## config.mk

```make
export PLATFORM = sky130hd
export DESIGN_NAME = seq_pattern_gen_flat
export DESIGN_NICKNAME = d
export VERILOG_FILES = /design/src/rtl/seq_pattern_gen_if.sv /design/src/rtl/seq_pattern_gen.sv /design/src/flat_wrapper.sv
export SDC_FILE = /design/constraint.sdc
export NUM_CORES = 1
export LEC_CHECK = 0
export ABC_AREA = 0
export CORE_MARGIN = 10
export CORE_UTILIZATION = 25
export CTS_CLUSTER_DIAMETER = 120
export DETAILED_ROUTE_END_ITERATION = 10
export REMOVE_ABC_BUFFERS = 1
export SYNTH_ARGS = -nofsm -noshare
export SYNTH_HDL_FRONTEND = slang
export SYNTH_SLANG_ARGS = --single-unit
```

## constraint.sdc

```tcl
create_clock -name clk -period 5.2 [get_ports clk]
set_input_delay 1.04 -clock clk [delete_from_list [all_inputs] [get_ports clk]]
set_output_delay 1.04 -clock clk [all_outputs]
set_load 0.02 [all_outputs]
```

## src/rtl/seq_pattern_gen_if.sv

```systemverilog
// seq_pattern_gen_if: start/ready request bus and serial output bundle for
// seq_pattern_gen. The master side issues requests and consumes the stream.
// The slave side is the generator itself.
interface seq_pattern_gen_if #(
    parameter int WIDTH = 4,
    parameter int RPT_W = 4,
    parameter int GAP_W = 4
);
    logic             start;
    logic [WIDTH-1:0] pattern;
    logic [RPT_W-1:0] repeat_cnt;
    logic [GAP_W-1:0] gap;
    logic             ready;
    logic             busy;
    logic             dout;
    logic             dout_valid;
    logic             frame_start;
    logic             done;

    modport master (
        output start, pattern, repeat_cnt, gap,
        input  ready, busy, dout, dout_valid, frame_start, done
    );

    modport slave (
        input  start, pattern, repeat_cnt, gap,
        output ready, busy, dout, dout_valid, frame_start, done
    );
endinterface

```

## src/rtl/seq_pattern_gen.sv

```systemverilog
// seq_pattern_gen: serial pattern transmitter.
// - Accepts a WIDTH-bit pattern, a repeat count and an inter-frame gap on a
//   start/ready handshake.
// - Shifts the pattern out MSB-first the requested number of times, with idle
//   gap cycles between repetitions.
// - All outputs are registered.
// Optional build macro SEQ_GEN_PRBS_FILL_EN: non-valid cycles carry a 7-bit
// LFSR (x^7+x^6+1) filler bit instead of a constant 0.
module seq_pattern_gen #(
    parameter int WIDTH = 4,
    parameter int RPT_W = 4,
    parameter int GAP_W = 4
) (
    input  logic              clk,
    input  logic              rst_n,
    seq_pattern_gen_if.slave  bus
);

    localparam int IDX_W = (WIDTH > 2) ? $clog2(WIDTH) : 1;

    typedef enum logic [1:0] {
        IDLE  = 2'd0,
        SHIFT = 2'd1,
        GAP   = 2'd2
    } state_e;

    state_e           state_q, state_d;
    logic [IDX_W-1:0] bit_idx_q, bit_idx_d;     // index of the bit currently on dout
    logic [RPT_W-1:0] rpt_left_q, rpt_left_d;   // repetitions still to send after this one
    logic [GAP_W-1:0] gap_cnt_q, gap_cnt_d;     // gap cycles left, including the current one
    logic [GAP_W-1:0] gap_q, gap_d;
    logic [WIDTH-1:0] pat_q, pat_d;
    logic [WIDTH-1:0] shift_q, shift_d;         // remaining bits, next bit at the MSB

    logic ready_q, ready_d;
    logic busy_q, busy_d;
    logic dout_q, dout_d;
    logic dout_valid_q, dout_valid_d;
    logic frame_start_q, frame_start_d;
    logic done_q, done_d;

    logic             filler;
    logic             launch;
    logic [WIDTH-1:0] launch_pat;

    // Next-state and next-output logic for the IDLE/SHIFT/GAP sequencer.
    always_comb begin
        // NOTE: every variable gets a default before the case so no path
        // leaves it unassigned, which would infer a latch.
        state_d       = state_q;
        bit_idx_d     = bit_idx_q;
        rpt_left_d    = rpt_left_q;
        gap_cnt_d     = gap_cnt_q;
        gap_d         = gap_q;
        pat_d         = pat_q;
        shift_d       = shift_q;
        ready_d       = 1'b0;
        busy_d        = 1'b1;
        dout_d        = filler;
        dout_valid_d  = 1'b0;
        frame_start_d = 1'b0;
        done_d        = 1'b0;
        launch        = 1'b0;
        launch_pat    = pat_q;

        case (state_q)
            IDLE: begin
                ready_d = 1'b1;
                busy_d  = 1'b0;
                if (bus.start) begin
                    pat_d      = bus.pattern;
                    gap_d      = bus.gap;
                    // A repeat count of 0 means one repetition, so nothing is left after it.
                    rpt_left_d = (bus.repeat_cnt == '0) ? '0 : bus.repeat_cnt - RPT_W'(1);
                    launch     = 1'b1;
                    launch_pat = bus.pattern;
                end
            end

            SHIFT: begin
                if (bit_idx_q != '0) begin
                    bit_idx_d    = bit_idx_q - IDX_W'(1);
                    dout_d       = shift_q[WIDTH-1];
                    shift_d      = shift_q << 1;
                    dout_valid_d = 1'b1;
                end else if (rpt_left_q != '0) begin
                    rpt_left_d = rpt_left_q - RPT_W'(1);
                    if (gap_q != '0) begin
                        state_d   = GAP;
                        gap_cnt_d = gap_q;
                    end else begin
                        // A gap of 0 starts the next repetition with no bubble.
                        launch = 1'b1;
                    end
                end else begin
                    state_d = IDLE;
                    ready_d = 1'b1;
                    busy_d  = 1'b0;
                    done_d  = 1'b1;
                end
            end

            GAP: begin
                if (gap_cnt_q == GAP_W'(1)) begin
                    launch = 1'b1;
                end else begin
                    gap_cnt_d = gap_cnt_q - GAP_W'(1);
                end
            end

            default: begin
                state_d = IDLE;
            end
        endcase

        // A frame begins: put the MSB on dout and queue the rest behind it.
        if (launch) begin
            state_d       = SHIFT;
            bit_idx_d     = IDX_W'(WIDTH - 1);
            gap_cnt_d     = '0;
            dout_d        = launch_pat[WIDTH-1];
            shift_d       = launch_pat << 1;
            dout_valid_d  = 1'b1;
            frame_start_d = 1'b1;
            ready_d       = 1'b0;
            busy_d        = 1'b1;
        end
    end

    // State, counter and output registers.
    always_ff @(posedge clk or negedge rst_n) begin
        if (!rst_n) begin
            state_q       <= IDLE;
            bit_idx_q     <= '0;
            rpt_left_q    <= '0;
            gap_cnt_q     <= '0;
            gap_q         <= '0;
            pat_q         <= '0;
            shift_q       <= '0;
            ready_q       <= 1'b1;
            busy_q        <= 1'b0;
            dout_q        <= 1'b0;
            dout_valid_q  <= 1'b0;
            frame_start_q <= 1'b0;
            done_q        <= 1'b0;
        end else begin
            // NOTE: non-blocking assignments, so every register samples the
            // pre-edge values no matter in which order these lines run.
            state_q       <= state_d;
            bit_idx_q     <= bit_idx_d;
            rpt_left_q    <= rpt_left_d;
            gap_cnt_q     <= gap_cnt_d;
            gap_q         <= gap_d;
            pat_q         <= pat_d;
            shift_q       <= shift_d;
            ready_q       <= ready_d;
            busy_q        <= busy_d;
            dout_q        <= dout_d;
            dout_valid_q  <= dout_valid_d;
            frame_start_q <= frame_start_d;
            done_q        <= done_d;
        end
    end

`ifdef SEQ_GEN_PRBS_FILL_EN
    logic [6:0] lfsr_q, lfsr_d;

    assign filler = lfsr_q[6];

    // The LFSR steps only on edges that drive a filler (non-valid) cycle.
    always_comb begin
        lfsr_d = lfsr_q;
        if (!dout_valid_d) begin
            lfsr_d = {lfsr_q[5:0], lfsr_q[6] ^ lfsr_q[5]};
        end
    end

    // LFSR register; the seed of all ones gives seven 1s and then a 0.
    always_ff @(posedge clk or negedge rst_n) begin
        if (!rst_n) begin
            lfsr_q <= 7'h7F;
        end else begin
            lfsr_q <= lfsr_d;
        end
    end
`else
    assign filler = 1'b0;
`endif

    assign bus.ready       = ready_q;
    assign bus.busy        = busy_q;
    assign bus.dout        = dout_q;
    assign bus.dout_valid  = dout_valid_q;
    assign bus.frame_start = frame_start_q;
    assign bus.done        = done_q;

endmodule
```

## src/flat_wrapper.sv

```systemverilog
// flat-port wrapper written by rule: the top's interface ports become plain ports
module seq_pattern_gen_flat 
#(
    parameter int WIDTH = 4,
    parameter int RPT_W = 4,
    parameter int GAP_W = 4
)
  (clk, rst_n, bus_start, bus_pattern, bus_repeat_cnt, bus_gap, bus_ready, bus_busy, bus_dout, bus_dout_valid, bus_frame_start, bus_done);
  seq_pattern_gen_if #(.WIDTH(WIDTH), .RPT_W(RPT_W), .GAP_W(GAP_W)) bus_i ();
  input  logic clk;
  input  logic rst_n;
  input wire logic [$bits(bus_i.start)-1:0] bus_start;
  input wire logic [$bits(bus_i.pattern)-1:0] bus_pattern;
  input wire logic [$bits(bus_i.repeat_cnt)-1:0] bus_repeat_cnt;
  input wire logic [$bits(bus_i.gap)-1:0] bus_gap;
  output wire logic [$bits(bus_i.ready)-1:0] bus_ready;
  output wire logic [$bits(bus_i.busy)-1:0] bus_busy;
  output wire logic [$bits(bus_i.dout)-1:0] bus_dout;
  output wire logic [$bits(bus_i.dout_valid)-1:0] bus_dout_valid;
  output wire logic [$bits(bus_i.frame_start)-1:0] bus_frame_start;
  output wire logic [$bits(bus_i.done)-1:0] bus_done;
  assign bus_i.start = bus_start;
  assign bus_i.pattern = bus_pattern;
  assign bus_i.repeat_cnt = bus_repeat_cnt;
  assign bus_i.gap = bus_gap;
  assign bus_ready = bus_i.ready;
  assign bus_busy = bus_i.busy;
  assign bus_dout = bus_i.dout;
  assign bus_dout_valid = bus_i.dout_valid;
  assign bus_frame_start = bus_i.frame_start;
  assign bus_done = bus_i.done;
  seq_pattern_gen #(.WIDTH(WIDTH), .RPT_W(RPT_W), .GAP_W(GAP_W)) u_core (.clk(clk), .rst_n(rst_n), .bus(bus_i));
endmodule
```

==> metrics.cfg <==
[floorplanning]
io_pins = 21
die_x_microns = 100
die_area_sq_um = 10000
start_util = 0.255
rows = 29
die_y_microns = 100
core_area_sq_um = 6310

[global_routing]
grt_pass1_vias = 1183
grt_max_degree = 30
grtUsageTotal = 0.0665
overflow = 0
antenna_found_initial = 0
grt_pass1_wl_mm = 5.45

[yosys]
postSynthCellCount = 150
netlist_area_sq_um = 1610
dominantRegCellSynth = dfrtp_1
ys_warn_count = 0
synth-seq-area-share = 0.452
synth_cell_type_count = 43
ys_ff_latch = 29
avgSynthCellArea_sq_um = 10.7
synth_edf_count = 0
synthArstFlopShare = 1.00

[routing]
drtIter0Drc = 78
routedWlPerCell_microns = 12.7
firstDrtPassIters = 4
detail-route-antenna-nets = 0
drc = 0
wirelength_mm = 3.20
via_count = 1152
vias_per_cell = 4.55

[clock_network]
clk_pin_slew_ns = 0.06
h-tree-depth = 2
cts_made_buffers = 5
cts.repair.resized = 0
post_cts_buffers = 0
cts-hold-fix-buffers = 0
clockBufferDepth = 2
clk_latency_ns = 0.28
cts_tree = built
root_buffer = clkbuf_8
clock_sinks = 29

[final_layout]
fin_nets = 199
drive_above_1_share = 0.165
final_cell_mix = dfrtp_1 (28), clkdlybuf4s50_1 (20), nand2_1 (15)
final_common_cell = dfrtp_1
antenna_cells = 0
fin_area_sq_um = 2020
area_growth_pct = 25.4

[setup_path]
critPathKind = in -> reg
path_max_fanout = 10
crit_path_end_kind = flip-flop
timing.critical_path.mode_cell = nand2_1
cp.required_ns = 5.37
path_cells = clkdlybuf4s50_1, nand2_1, nand2_1, o21bai_4, inv_4, nor3_2, mux2i_1
cpMaxStageDelayCell = clkdlybuf4s50_1
start_kind = input port
critPathMaxStageDelay_ns = 0.42
crit_arrival_ns = 2.82

[placed_design]
gp_routability_congestion = 0.728
portBuffers = 20
dp_slack_ns = 2.24
place_hpwl_mm = 2.33
placed_area_sq_um = 1900

[timing]
finalSetupTns_ns = 0
hold_violations = 0
period_share = 0.510
clock_skew_ns = 0.00315
grt_setup_unrepaired = false
slew_violations = 0
post-route-worst-setup-slack_ns = 2.55
setup_violations = 0
slew-limit-headroom = 0.624
fmax_mhz = 377
tightest_slew_ns = 0.563
period_needed_ns = 2.65

[power_and_ir_drop]
ir_worst_vdd_mv = 0.228
power.total_w = 0.00121
power_leakage_nw = 0.859
power_density_nw_per_um2 = 602

[min_path]
hp-class = reg -> reg

[status]
outcome = complete, no violations

[job]
drv_cap = 0

area by class of cell:
class	count	area [sq um]
Timing Repair Buffer	21	208
Multi-Input combinational cell	108	830
Inverter	10	40.0
Clock buffer	7	86.3
Sequential cell	29	727
Clock inverter	1	30.0
Tap cell	77	96.3
Fill cell	673	4300
Yosys cell counts, drive strengths merged (2+ instances only):
library cell	n	area, sq um
a21o	2	16.3
a21oi	3	15.0
a31oi	3	25.0
clkbuf	3	11.3
dfrtp	28	701
ha	9	113
inv	10	40.0
mux2	8	90.1
mux2i	8	80.1
nand2	15	56.3
nand2b	2	12.5
nand3	5	25.0
nor2	9	33.8
nor2b	5	31.3
nor3	5	30.0
nor4	2	18.8
o21ai	9	45.0
o2bb2ai	3	26.3
or3	2	12.5
or3b	2	20.0
sequential cells by signal, indices dropped and copies added (netlist names), 2 cells and up:
name,flops
u_core.bit_idx_q,2
u_core.state_q,2
u_core.gap_cnt_q,4
u_core.shift_q,3
u_core.pat_q,4
u_core.rpt_left_q,4
u_core.gap_q,4
report_power, final:
group / internal [W] / total, W / switching (W)
registers: 0.000333 / 0.000402 / 0.0000695
clock network: 0.000156 / 0.000245 / 0.0000888
logic: 0.000268 / 0.000568 / 0.000299
cell families (layout without fill, tap and decap cells):
kind of cell,count (synthesis),in the layout,synth area share
AO/OA/AOI/OAI,30,30,0.149
adder cells (fa/ha/maj),9,9,0.0700
buffers and inverters,13,39,0.0319
flip-flops,29,29,0.452
multiplexers,16,16,0.106
AND/OR/NAND/NOR,53,53,0.191
worst max-delay path: cells and delay by family:
family	cells	cell delay [ns]
AOI/OAI and AO/OA	1	0.33
and+or+nand+nor	3	0.83
muxes	1	0.09
buffers and inverters	2	0.53
per-stage QoR:
| stage | hold WS [ns] | instances | util |
|---|---|---|---|
| 3_3_place_gp | 0.458 | 245 | 0.301 |
| 5_1_grt | 0.482 | 253 | 0.319 |
| 2_1_floorplan | 0.449 | 147 | - |
| 3_5_place_dp | 0.466 | 245 | 0.301 |
| 4_1_cts | 0.475 | 253 | 0.319 |
| 6_report | 0.470 | 253 | 0.319 |
path summary, 6_finish.rpt:
check / slack (ns) / end / start / depth (start not counted)
min in group asynchronous: 1.15 / u_core.bus.dout$_DFF_PN0_ / rst_n / 2
worst max register to register: 2.85 / u_core.bit_idx_q[0]$_DFFE_PN0P_ / u_core.state_q[0]$_DFFE_PN0P_ / 8
worst max-delay path: 2.55 / u_core.bit_idx_q[0]$_DFFE_PN0P_ / bus_start / 7
worst min-delay path: 0.47 / u_core.bit_idx_q[0]$_DFFE_PN0P_ / u_core.bit_idx_q[0]$_DFFE_PN0P_ / 1
max in group asynchronous: 3.74 / u_core.bus.ready$_DFF_PN1_ / rst_n / 2
worst min register to register: 0.47 / u_core.bit_idx_q[0]$_DFFE_PN0P_ / u_core.bit_idx_q[0]$_DFFE_PN0P_ / 1
metal layers:
layer,share of wire,routed length [microns],up-vias,track usage
li1,-,-,585,-
met1,0.49,1560,538,0.0816
met2,0.45,1430,23,0.0999
met3,0.056,179,6,0.0268
met4,0.011,36,0,0.0293
met5,0,0,-,0
No activity file was read; power rests on OpenSTA's default activity.
